**src/rtl/fetch_unit.sv**
```systemverilog
// -----------------------------------------------------------------------------
// fetch_unit
//
// Instruction fetch controller in front of a combinational instruction memory.
// It holds the fetch PC, drives the word address to the memory and captures
// each returned instruction, together with its byte PC, into a small in-order
// fetch queue. The queue head is offered to decode through a valid/ready
// handshake. A redirect flushes the queue and restarts fetch at a new PC, and
// fetch_en stalls new fetches while letting the queue drain.
//
// Ports:
//   clk            rising-edge clock
//   rst            asynchronous active-high reset
//   fetch_en       1 = fetch allowed; 0 = hold PC, no new pushes
//   redirect_valid 1 = flush queue and restart fetch at redirect_pc
//   redirect_pc    new byte PC (bits [1:0] ignored)
//   imem_addr      word address to the instruction memory
//   imem_data      instruction returned combinationally for imem_addr
//   out_valid      queue head valid to decode
//   out_ready      decode accepts the head
//   out_instr      head instruction
//   out_pc         head byte PC
//   queue_count    current queue occupancy
// -----------------------------------------------------------------------------
module fetch_unit #(
    parameter int unsigned ADDR_WIDTH  = 5,
    parameter logic [31:0] RESET_PC    = 32'h0000_0000,
    parameter int unsigned QUEUE_DEPTH = 2
) (
    input  logic                           clk,
    input  logic                           rst,
    input  logic                           fetch_en,
    input  logic                           redirect_valid,
    input  logic [31:0]                    redirect_pc,
    output logic [ADDR_WIDTH-1:0]          imem_addr,
    input  logic [31:0]                    imem_data,
    output logic                           out_valid,
    input  logic                           out_ready,
    output logic [31:0]                    out_instr,
    output logic [31:0]                    out_pc,
    output logic [$clog2(QUEUE_DEPTH):0]   queue_count
);

    localparam int unsigned PTR_W = $clog2(QUEUE_DEPTH);
    localparam int unsigned CNT_W = PTR_W + 1;
    localparam logic [CNT_W-1:0] DEPTH_C = CNT_W'(QUEUE_DEPTH);
    localparam logic [31:0] RESET_PC_ALIGNED = {RESET_PC[31:2], 2'b00};

    logic [31:0]      fetch_pc;
    logic [PTR_W-1:0] rd_ptr;
    logic [PTR_W-1:0] wr_ptr;
    logic [CNT_W-1:0] count;
    logic [31:0]      entry_pc    [QUEUE_DEPTH];
    logic [31:0]      entry_instr [QUEUE_DEPTH];

    logic        pop;
    logic        push;
    logic [31:0] redirect_pc_aligned;

    assign redirect_pc_aligned = redirect_pc & ~32'd3;

    // A redirect masks the head so decode can never consume an entry that is
    // being flushed in the same cycle.
    assign out_valid = (count != '0) && !redirect_valid;
    assign pop       = out_valid && out_ready;
    // A pop frees a slot this cycle, so a full queue still accepts one word
    // and sustains one instruction per cycle.
    assign push      = fetch_en && !redirect_valid && ((count != DEPTH_C) || pop);

    // The memory address comes straight from a register, so out_ready never
    // reaches imem_addr combinationally.
    assign imem_addr   = fetch_pc[ADDR_WIDTH+1:2];
    assign out_instr   = entry_instr[rd_ptr];
    assign out_pc      = entry_pc[rd_ptr];
    assign queue_count = count;

    // NOTE: state registers use non-blocking assignments so every flop samples
    // the pre-edge values of the others, independent of statement order.
    always_ff @(posedge clk or posedge rst) begin
        if (rst) begin
            fetch_pc <= RESET_PC_ALIGNED;
            rd_ptr   <= '0;
            wr_ptr   <= '0;
            count    <= '0;
        end else if (redirect_valid) begin
            fetch_pc <= redirect_pc_aligned;
            rd_ptr   <= '0;
            wr_ptr   <= '0;
            count    <= '0;
        end else begin
            if (push) begin
                wr_ptr   <= wr_ptr + 1'b1;
                fetch_pc <= fetch_pc + 32'd4;
            end
            if (pop) begin
                rd_ptr <= rd_ptr + 1'b1;
            end
            case ({push, pop})
                2'b10:   count <= count + 1'b1;
                2'b01:   count <= count - 1'b1;
                default: count <= count;
            endcase
        end
    end

    // NOTE: the entry storage is reset on purpose: out_pc/out_instr must read
    // zero straight out of reset, and a reset must leave no partial entry.
    always_ff @(posedge clk or posedge rst) begin
        if (rst) begin
            for (int i = 0; i < QUEUE_DEPTH; i++) begin
                entry_pc[i]    <= '0;
                entry_instr[i] <= '0;
            end
        end else if (push) begin
            entry_pc[wr_ptr]    <= fetch_pc;
            entry_instr[wr_ptr] <= imem_data;
        end
    end

endmodule

```
**config.mk**
```make
export PLATFORM = sky130hd
export DESIGN_NAME = fetch_unit
export DESIGN_NICKNAME = d
export VERILOG_FILES = /design/src/rtl/fetch_unit.sv
export SDC_FILE = /design/constraint.sdc
export NUM_CORES = 1
export LEC_CHECK = 0
export ABC_CLOCK_PERIOD_IN_PS = 6500
export CORE_MARGIN = 4
export CORE_UTILIZATION = 29
export CTS_BUF_LIST = sky130_fd_sc_hd__clkbuf_4 sky130_fd_sc_hd__clkbuf_8
export DETAILED_ROUTE_END_ITERATION = 10
export HOLD_SLACK_MARGIN = 0.03
export PLACE_DENSITY = 0.6
export SETUP_SLACK_MARGIN = 0.3
export SYNTH_ARGS = -nofsm -noshare
export SYNTH_HDL_FRONTEND = slang
export SYNTH_SLANG_ARGS = --single-unit
```
**constraint.sdc**
```tcl
create_clock -name clk -period 6.5 [get_ports clk]
set_clock_uncertainty 0.05 [all_clocks]
set_input_delay 1.3 -clock clk [delete_from_list [all_inputs] [get_ports clk]]
set_output_delay 1.3 -clock clk [all_outputs]
set_load 0.02 [all_outputs]
```
==> flow_summary.ini, run 1 <==
[cts]
clock-sinks = 158
cts-resized-gates = 0
cts_buffers = 17
htree_levels = 4
cts.path.max_buffers = 2
clk_pin_slew_worst_paths_ns = 0.08
root_buffer = clkbuf_8
clk_latency_ns = 0.44
ctsHoldBuffers = 0
cts_tree = built
postCtsSetupRepairBufs = 0

[layout]
antenna_cells = 0
drive_gt1_share_pct = 24.6
instances_no_fill = 1041
syn2layout_area_growth_pct = 27.8
finish.utilization_pct = 37.8
nets = 768

[timing]
slew_violations = 0
finalCriticalPeriod_ns = 4.35
max_slew.worst_pin.slew_ns = 1.15
hold-worst-slack_ns = 0.432
hold_viol = 0
fmax_mhz = 230
rsz0062_at_grt = false
max-slew-margin-rel_pct = 23.2
fin_setup_tns_ns = 0
finalCritPeriodShare_pct = 66.9
finalSetupViolCount = 0

[critical_path]
crit_chain = buf_4 -> mux2_2 -> clkdlybuf4s50_1
start_kind = flip-flop
setup.worst_path.class = flip-flop to primary output
crit_arrival_ns = 3.00
required_ns = 5.15
crit_slowest_cell = dfrtp_2
end_kind = primary output
cpPeakStageDelay_ns = 1.10
cp_max_fo = 40

[power_and_ir_drop]
powerDensity_nw_per_um2 = 328
power_uw = 3130
peakVddDrop_uv = 145
leakagePower_uw = 0.00385

[global_route]
grt_start_max_net_pins = 63
grt_pass1_wl_um = 28900
grt-busiest-layer = met2
met2_usage_pct = 19.8
grtUsageTotal_pct = 12.7
grt_pass1_vias = 5247
overflow = 0
gr-usage-met3_pct = 3.27
antenna_found_initial = 0
grtUsageMet1_pct = 18.1

[die]
io-pin-count = 141
initial_core_util_pct = 29.6
dieArea_sq_um = 28400
core.rowCount = 58
fp.dieW_um = 169
die_h_um = 169
core_area_sq_um = 25300

[drt]
viasPerCell = 4.66
vias = 4850
drt_iter0_markers = 213
drc = 0
detail_route.wl_per_cell_um = 16.7
drt-pass1-iter-count = 4
drtAntennaViolNets = 0
wirelength_um = 17400

[logic_synthesis]
synth_seq_cells = 158
synthCells = 574
ys.flop_type = dfrtp_1
synth.avg_cell_area_sq_um = 13.0
synthArstFlopShare_pct = 100
synth-edff-count = 0
syn_area_sq_um = 7470
yosysWarnings = 0
synth_cell_types = 43
yosysSeqAreaShare_pct = 52.9

[placement]
placed_cells = 1009
dp_hpwl_um = 11600
gp_congestion = 0.761
io_buffers = 136

[outcome]
outcome = complete, no violations

[worst_hold_path]
hp-class = flip-flop to flip-flop

[job]
maxCapViolCount = 0
layer usage:
metal / vias up / routed length (um)
li1: 2277 / -
met1: 2447 / 8530
met2: 118 / 8040
met3: 8 / 761
met4: 0 / 102
met5: - / 0
registers in the layout (all words and copies together), names as in the netlist:
signal and flops:
queue_count 2, entry_pc 60, fetch_pc 30, wr_ptr 1
entry_instr 64, rd_ptr 1
layout by cell type (no fill, tap or decap), drive strengths merged, types with 3 or more instances in the layout:
master / synthesis / routed
a21oi: 5 / 5
and2: 4 / 4
and4: 5 / 5
buf: 30 / 8
bufinv: 0 / 6
clkbuf: 9 / 20
clkdlybuf4s50: 0 / 135
clkinvlp: 0 / 3
dfrtp: 158 / 158
inv: 8 / 10
mux2: 185 / 185
nand2: 39 / 39
nand3: 11 / 11
nand4: 9 / 9
nor2: 13 / 13
nor3: 10 / 10
nor4: 5 / 5
o21ai: 29 / 29
o221ai: 3 / 3
xnor2: 18 / 18
xor2: 11 / 11
layout make-up:
| class | instances | area (sq um) |
|---|---|---|
| clock buffer | 20 | 269 |
| clock inverter | 12 | 231 |
| fill | 2492 | 15700 |
| inverter | 8 | 35.0 |
| multi-input combinational | 370 | 3220 |
| sequential | 158 | 3960 |
| tap | 330 | 413 |
| timing repair buffer | 143 | 1420 |
worst max-delay path, delay by kind of cell, from the launching register on:
family | cells | cell delay, ns
flops | 1 | 1.10
mux | 1 | 0.38
buf+inv | 2 | 1.05
through the flow:
stage | setup slack, ns | cell area, sq um
6_report | 2.15 | 9550
5_1_grt | 1.96 | 9550
4_1_cts | 2.04 | 9550
3_5_place_dp | 2.26 | 9050
3_3_place_gp | 2.29 | 9050
2_1_floorplan | 0.887 | 7470
cells by family (layout without fill, tap and decap cells):
family                   after synthesis  in the layout  synth area share [%]
XOR/XNOR                              29             29                  3.40
buffers and inverters                 47            183                  4.00
flip-flops                           158            158                  52.9
adder cells (fa/ha/maj)                1              1                 0.167
other                                  1              2                0.0502
AND/OR/NAND/NOR                      103            103                  7.45
multiplexers                         187            187                  28.2
AO/OA/AOI/OAI                         48             48                  3.85
power breakdown:
part	internal (uW)	switching [uW]	leakage, uW
sequential	1220	139	0.00191
combinational	485	368	0.00170
clock	526	388	0.000241
total	2230	896	0.00385
path summary, 6_finish.rpt:
kind                           startpoint         endpoint  slack [ns]  depth (start not counted)
setup / recovery                   rd_ptr     out_instr[6]        2.15                          3
hold / removal               entry_pc[59]     entry_pc[59]        0.43                          1
setup reg to reg           queue_count[1]  entry_instr[45]        3.77                          5
hold reg to reg              entry_pc[59]     entry_pc[59]        0.43                          1
max in group asynchronous             rst           rd_ptr        3.90                          3
min in group asynchronous             rst     entry_pc[30]        1.24                          2
Yosys cell counts (2+ instances only):
master	instances	area share, %
mux2_2	125	19
inv_1	8	0.40
and4_1	5	0.59
clkbuf_1	9	0.45
buf_1	4	0.20
nand3_1	10	0.67
a211oi_1	2	0.20
buf_2	5	0.33
nand2_1	39	2.0
nor3_1	10	0.67
o211ai_1	2	0.20
dfrtp_1	158	53
mux2_1	60	9.0
xor2_1	11	1.3
xnor2_1	18	2.1
and2_1	4	0.33
nand2b_1	2	0.17
nand4_1	8	0.67
o21ai_0	25	1.7
o21ai_1	4	0.27
buf_4	11	1.1
buf_6	10	1.5
mux2i_1	2	0.27
a221oi_1	2	0.23
and3_1	2	0.17
nor4_2	4	0.67
nor2_1	12	0.60
o221ai_1	3	0.35
a21oi_1	5	0.33
No activity file was read; power rests on OpenSTA's default activity.
==> inputs of run 2 (changes only) <==
--- a/config.mk
+++ b/config.mk
@@ -5,7 +5,7 @@
 export SDC_FILE = /design/constraint.sdc
 export NUM_CORES = 1
 export LEC_CHECK = 0
-export ABC_CLOCK_PERIOD_IN_PS = 6500
+export ABC_CLOCK_PERIOD_IN_PS = 4540
 export CORE_MARGIN = 4
 export CORE_UTILIZATION = 29
 export CTS_BUF_LIST = sky130_fd_sc_hd__clkbuf_4 sky130_fd_sc_hd__clkbuf_8
==> constraint.sdc (replaced) <==
create_clock -name clk -period 4.54 [get_ports clk]
set_clock_uncertainty 0.05 [all_clocks]
set_input_delay 0.908 -clock clk [delete_from_list [all_inputs] [get_ports clk]]
set_output_delay 0.908 -clock clk [all_outputs]
set_load 0.02 [all_outputs]
==> run 2 against run 1 <==
  * Wire length is essentially flat
  * Design area down 0.96%
  * Flip-flop and latch count is the same
==> flow_summary.ini, run 2 (same netlist as run 1, synthesis figures left out) <==
[worst_hold_path]
hp-class = flip-flop to flip-flop
whs_path_depth = 2
holdPathEnd = entry_pc[13]
hold_path.startpoint = entry_pc[13]

[layout]
largest_reg_flops = 64
drive_gt1_share_pct = 24.7
syn2layout_area_growth_pct = 26.6
nets = 769
layout_common_cells = dfrtp_1, clkdlybuf4s50_1, mux2_2
reg_top3 = entry_instr (64), entry_pc (60), fetch_pc (30)
layout_commonest_cell = dfrtp_1
seqCellArea_sq_um = 3960
design_area_sq_um = 9460
top_register = entry_instr
antenna_cells = 0
multi_input_area_sq_um = 3220
finish.utilization_pct = 37.4
num-fill-cells = 2465

[timing]
slew_violations = 0
finalCritPeriodShare_pct = 78.5
fmax_mhz = 281
finalCriticalPeriod_ns = 3.56
fin_setup_tns_ns = 0
max-slew-margin-rel_pct = 40.5
max_slew.worst_pin.slew_ns = 0.893
rsz0062_at_grt = false
hold_viol = 0
finalSetupViolCount = 0
hold-worst-slack_ns = 0.432

[drt]
wl_met2_um = 7940
viasPerCell = 4.64
drc = 0
drt-pass1-iter-count = 6
detail_route.wl_per_cell_um = 16.7
topRoutingLayerUsed = met4
vias = 4840
dr_wl_met3_um = 886
m1WireLength_um = 8350
wirelength_um = 17400
drt_iter0_markers = 265
drtAntennaViolNets = 0

[critical_path]
crit_chain = buf_12 -> mux2_2 -> clkdlybuf4s50_1
cpPeakStageDelay_ns = 0.86
rr_startpoint = queue_count[1]
required_ns = 3.58
end_kind = primary output
critPathLaunch = rd_ptr
worstReg2RegEnd = entry_instr[42]
reg2reg_slack_ns = 2.32
cp_max_fo = 37
worst_path_dominant_cell_family = buffers and inverters
reg2regPathDepth = 5
crit_slowest_cell = dfrtp_2
setup.worst_path.class = flip-flop to primary output
start_kind = flip-flop
crit_arrival_ns = 2.61
critPathBufInv = 2

[die]
dieArea_sq_um = 28400
die_h_um = 169
core.rowCount = 58
io-pin-count = 141
core_area_sq_um = 25300
fp.dieW_um = 169
initial_core_util_pct = 29.6

[cts]
clk_pin_slew_worst_paths_ns = 0.08
htree_levels = 4
clk_latency_ns = 0.45
postCtsSetupRepairBufs = 0
root_buffer = clkbuf_8
cts-resized-gates = 0
cts_buffers = 17
ctsHoldBuffers = 0
cts_tree = built
cts.path.max_buffers = 2
clock-sinks = 158

[power_and_ir_drop]
peakVddDrop_uv = 235
power_uw = 4210
leakagePower_uw = 0.00380
powerDensity_nw_per_um2 = 445

[outcome]
outcome = complete, no violations

[job]
maxCapViolCount = 0

[global_route]
grt_start_max_net_pins = 159
grtUsageTotal_pct = 12.7
overflow = 0
grt_pass1_wl_um = 28800
antenna_found_initial = 0
grt_pass1_vias = 5252

[placement]
io_buffers = 136
dp_hpwl_um = 11600
gp_congestion = 0.733
placed_area_sq_um = 9060
[run 2: per-stage QoR]
| stage | cells | worst slack [ns] |
|---|---|---|
| final | 1042 | 0.977 |
| after global routing | 1042 | 0.841 |
| after CTS | 1042 | 0.892 |
| after detailed placement | 1010 | 1.29 |
| after global placement | 1010 | 1.31 |
| after floorplan | 575 | 1.58 |
[run 2: area by class of cell]
class | instances | area share [%]
clock buffer | 21 | 2.99
clock inverter | 11 | 1.14
inverter | 8 | 0.357
multi-input combinational | 370 | 34.1
sequential | 158 | 41.8
tap | 330 | 4.37
timing repair buffer | 144 | 15.2
[run 2: per-layer routing]
metal	vias up	global-route usage, %
met5	-	0
li1	2294	-
met2	138	19.9
met3	18	3.32
met1	2390	17.4
met4	0	3.49
[run 2: worst min-delay path, cell delays in order (launching register included)]
cell and delay, ns:
dfrtp_1 0.35, nand2_1 0.05, o21ai_0 0.06
[run 2: worst max path at each step]
| stage | to | cells after the start | slack (ns) |
|---|---|---|---|
| after global routing | out_pc[29] | 3 | 0.84 |
| after floorplan | entry_instr[0] | 1 | 1.58 |
| after global placement | entry_instr[45] | 6 | 1.31 |
| after detailed placement | entry_instr[46] | 5 | 1.29 |
| after CTS | out_pc[29] | 3 | 0.89 |
| final | out_pc[29] | 3 | 0.98 |
[run 2: power breakdown]
part / total [uW] / switching, uW / internal, uW
Clock: 1030 / 545 / 488
Sequential: 1940 / 193 / 1750
Combinational: 1230 / 536 / 696
Total: 4210 / 1270 / 2930
==> inputs of run 3 (changes only) <==
--- a/config.mk
+++ b/config.mk
@@ -5,13 +5,13 @@
 export SDC_FILE = /design/constraint.sdc
 export NUM_CORES = 1
 export LEC_CHECK = 0
-export ABC_CLOCK_PERIOD_IN_PS = 4540
+export ABC_CLOCK_PERIOD_IN_PS = 3200
 export CORE_MARGIN = 4
 export CORE_UTILIZATION = 29
 export CTS_BUF_LIST = sky130_fd_sc_hd__clkbuf_4 sky130_fd_sc_hd__clkbuf_8
 export DETAILED_ROUTE_END_ITERATION = 10
 export HOLD_SLACK_MARGIN = 0.03
-export PLACE_DENSITY = 0.6
+export PLACE_DENSITY = 0.61
 export SETUP_SLACK_MARGIN = 0.3
 export SYNTH_ARGS = -nofsm -noshare
 export SYNTH_HDL_FRONTEND = slang
==> constraint.sdc (replaced) <==
create_clock -name clk -period 3.2 [get_ports clk]
set_clock_uncertainty 0.05 [all_clocks]
set_input_delay 0.64 -clock clk [delete_from_list [all_inputs] [get_ports clk]]
set_output_delay 0.64 -clock clk [all_outputs]
set_load 0.02 [all_outputs]
==> run 3 against run 2 <==
  * Combinational power grew 44%
  * Clock power up 50%
  * Power is 44% higher
  * Register-to-register slack got worse by 1.3 ns
  * Sequential share of layout area is 0.47 points lower
  * Cell count is 0.48% higher
  * Core utilization is 0.43 points higher
  * Critical path type unchanged
  * Largest power group unchanged
==> flow_summary.ini, run 3 (same netlist as run 1, synthesis figures left out) <==
[die]
dieArea_sq_um = 28400
fp.dieW_um = 169
initial_core_util_pct = 29.6
die_h_um = 169
core_area_sq_um = 25300
io-pin-count = 141
core.rowCount = 58

[layout]
drive_gt1_share_pct = 25.2
reg_top3 = entry_instr (64), entry_pc (60), fetch_pc (30)
antenna_cells = 0
largest_reg_flops = 64
multi_input_area_sq_um = 3220
syn2layout_area_growth_pct = 28.0
seqCellArea_sq_um = 3960
layout_common_cells = dfrtp_1, clkdlybuf4s50_1, mux2_2
top_register = entry_instr
num-fill-cells = 2475
nets = 774
layout_commonest_cell = dfrtp_1
finish.utilization_pct = 37.9

[worst_hold_path]
holdPathEnd = entry_instr[34]
whs_path_depth = 1
hold_path.startpoint = entry_instr[34]
hp-class = flip-flop to flip-flop

[critical_path]
rr_startpoint = fetch_pc[4]
cp_max_fo = 27
end_kind = primary output
reg2reg_slack_ns = 1.04
reg2regPathDepth = 5
start_kind = flip-flop
required_ns = 2.51
setup.worst_path.class = flip-flop to primary output
crit_arrival_ns = 2.08
worstReg2RegEnd = fetch_pc[21]

[placement]
place_ws_ns = 0.445
io_buffers = 136
dp_hpwl_um = 11700
gp_congestion = 0.729

[global_route]
antenna_found_initial = 0
grt_start_max_net_pins = 97
overflow = 0
grtUsageTotal_pct = 12.5
grt_pass1_wl_um = 28300
grt_pass1_vias = 5190

[timing]
finalCriticalPeriod_ns = 2.77
fin_setup_tns_ns = 0
max-slew-margin-rel_pct = 46.6
fmax_mhz = 361
rsz0062_at_grt = false
hold_viol = 0
max_slew.worst_pin.slew_ns = 0.800
slew_violations = 0
fin_ws_ns = 0.426
finalCritPeriodShare_pct = 86.7
finalSetupViolCount = 0

[power_and_ir_drop]
leakagePower_uw = 0.00386
powerDensity_nw_per_um2 = 633
peakVddDrop_uv = 266

[cts]
clock-sinks = 158
cts_buffers = 17
ctsHoldBuffers = 0
cts_tree = built
postCtsSetupRepairBufs = 0
clk_pin_slew_worst_paths_ns = 0.08
cts.path.max_buffers = 2
clk_latency_ns = 0.43
root_buffer = clkbuf_8
htree_levels = 4

[drt]
viasPerCell = 4.62
vias = 4840
wirelength_um = 17300
drc = 0
drt-pass1-iter-count = 4
detail_route.wl_per_cell_um = 16.6
drt_iter0_markers = 250
drtAntennaViolNets = 0

[outcome]
outcome = complete, no violations

[job]
maxCapViolCount = 0
==> run 3: worst max-delay path by stage <==
stage | startpoint | endpoint | slack [ns] | depth (start not counted)
2_1_floorplan | rst | entry_instr[0] | 0.51 | 1
3_3_place_gp | out_ready | entry_instr[5] | 0.49 | 5
3_5_place_dp | out_ready | fetch_pc[31] | 0.45 | 6
4_1_cts | rd_ptr | out_pc[16] | 0.36 | 3
5_1_grt | rd_ptr | out_pc[16] | 0.32 | 3
6_report | rd_ptr | out_pc[13] | 0.43 | 3
==> run 3: timing repair <==
| item | in CTS | in global routing |
|---|---|---|
| resized for setup | 1 | 0 |
| hold endpoints to repair | 0 | 0 |
| setup endpoints to repair | 26 | 0 |
==> run 3: power breakdown <==
part	internal (uW)	switching (uW)	total [uW]
logic	1000	771	1770
registers	2480	260	2740
clock network	782	753	1540
total	4260	1780	6050
==> run 3: critical path, cell delays in order, from the launching register on <==
cell and delay, ns:
dfrtp_2 0.40, buf_6 0.30, mux2_2 0.40, clkdlybuf4s50_1 0.54
==> run 3: metal layers <==
layer  GRT usage (%)  routed length [um]
met1            17.6                8780
met2            19.1                7680
met3            3.57                 756
met4            2.82                 128
met5               0                   0
==> run 3: stage by stage <==
step | cell area, sq um | std cells | total power, uW | hold WS (ns)
floorplan | 7480 | 575 | 3840 | 0.394
global placement | 9150 | 1015 | 4550 | 0.413
detailed placement | 9150 | 1015 | 4590 | 0.422
CTS | 9560 | 1047 | 6160 | 0.442
global route | 9560 | 1047 | 6420 | 0.446
finish | 9560 | 1047 | 6050 | 0.434
==> run 3: area by class of cell <==
cell class,count,area share (%)
inverter,8,0.353
multi-input combinational,370,33.7
sequential,158,41.4
clock inverter,9,1.14
clock buffer,23,3.11
timing repair buffer,149,16.0
tap,330,4.32
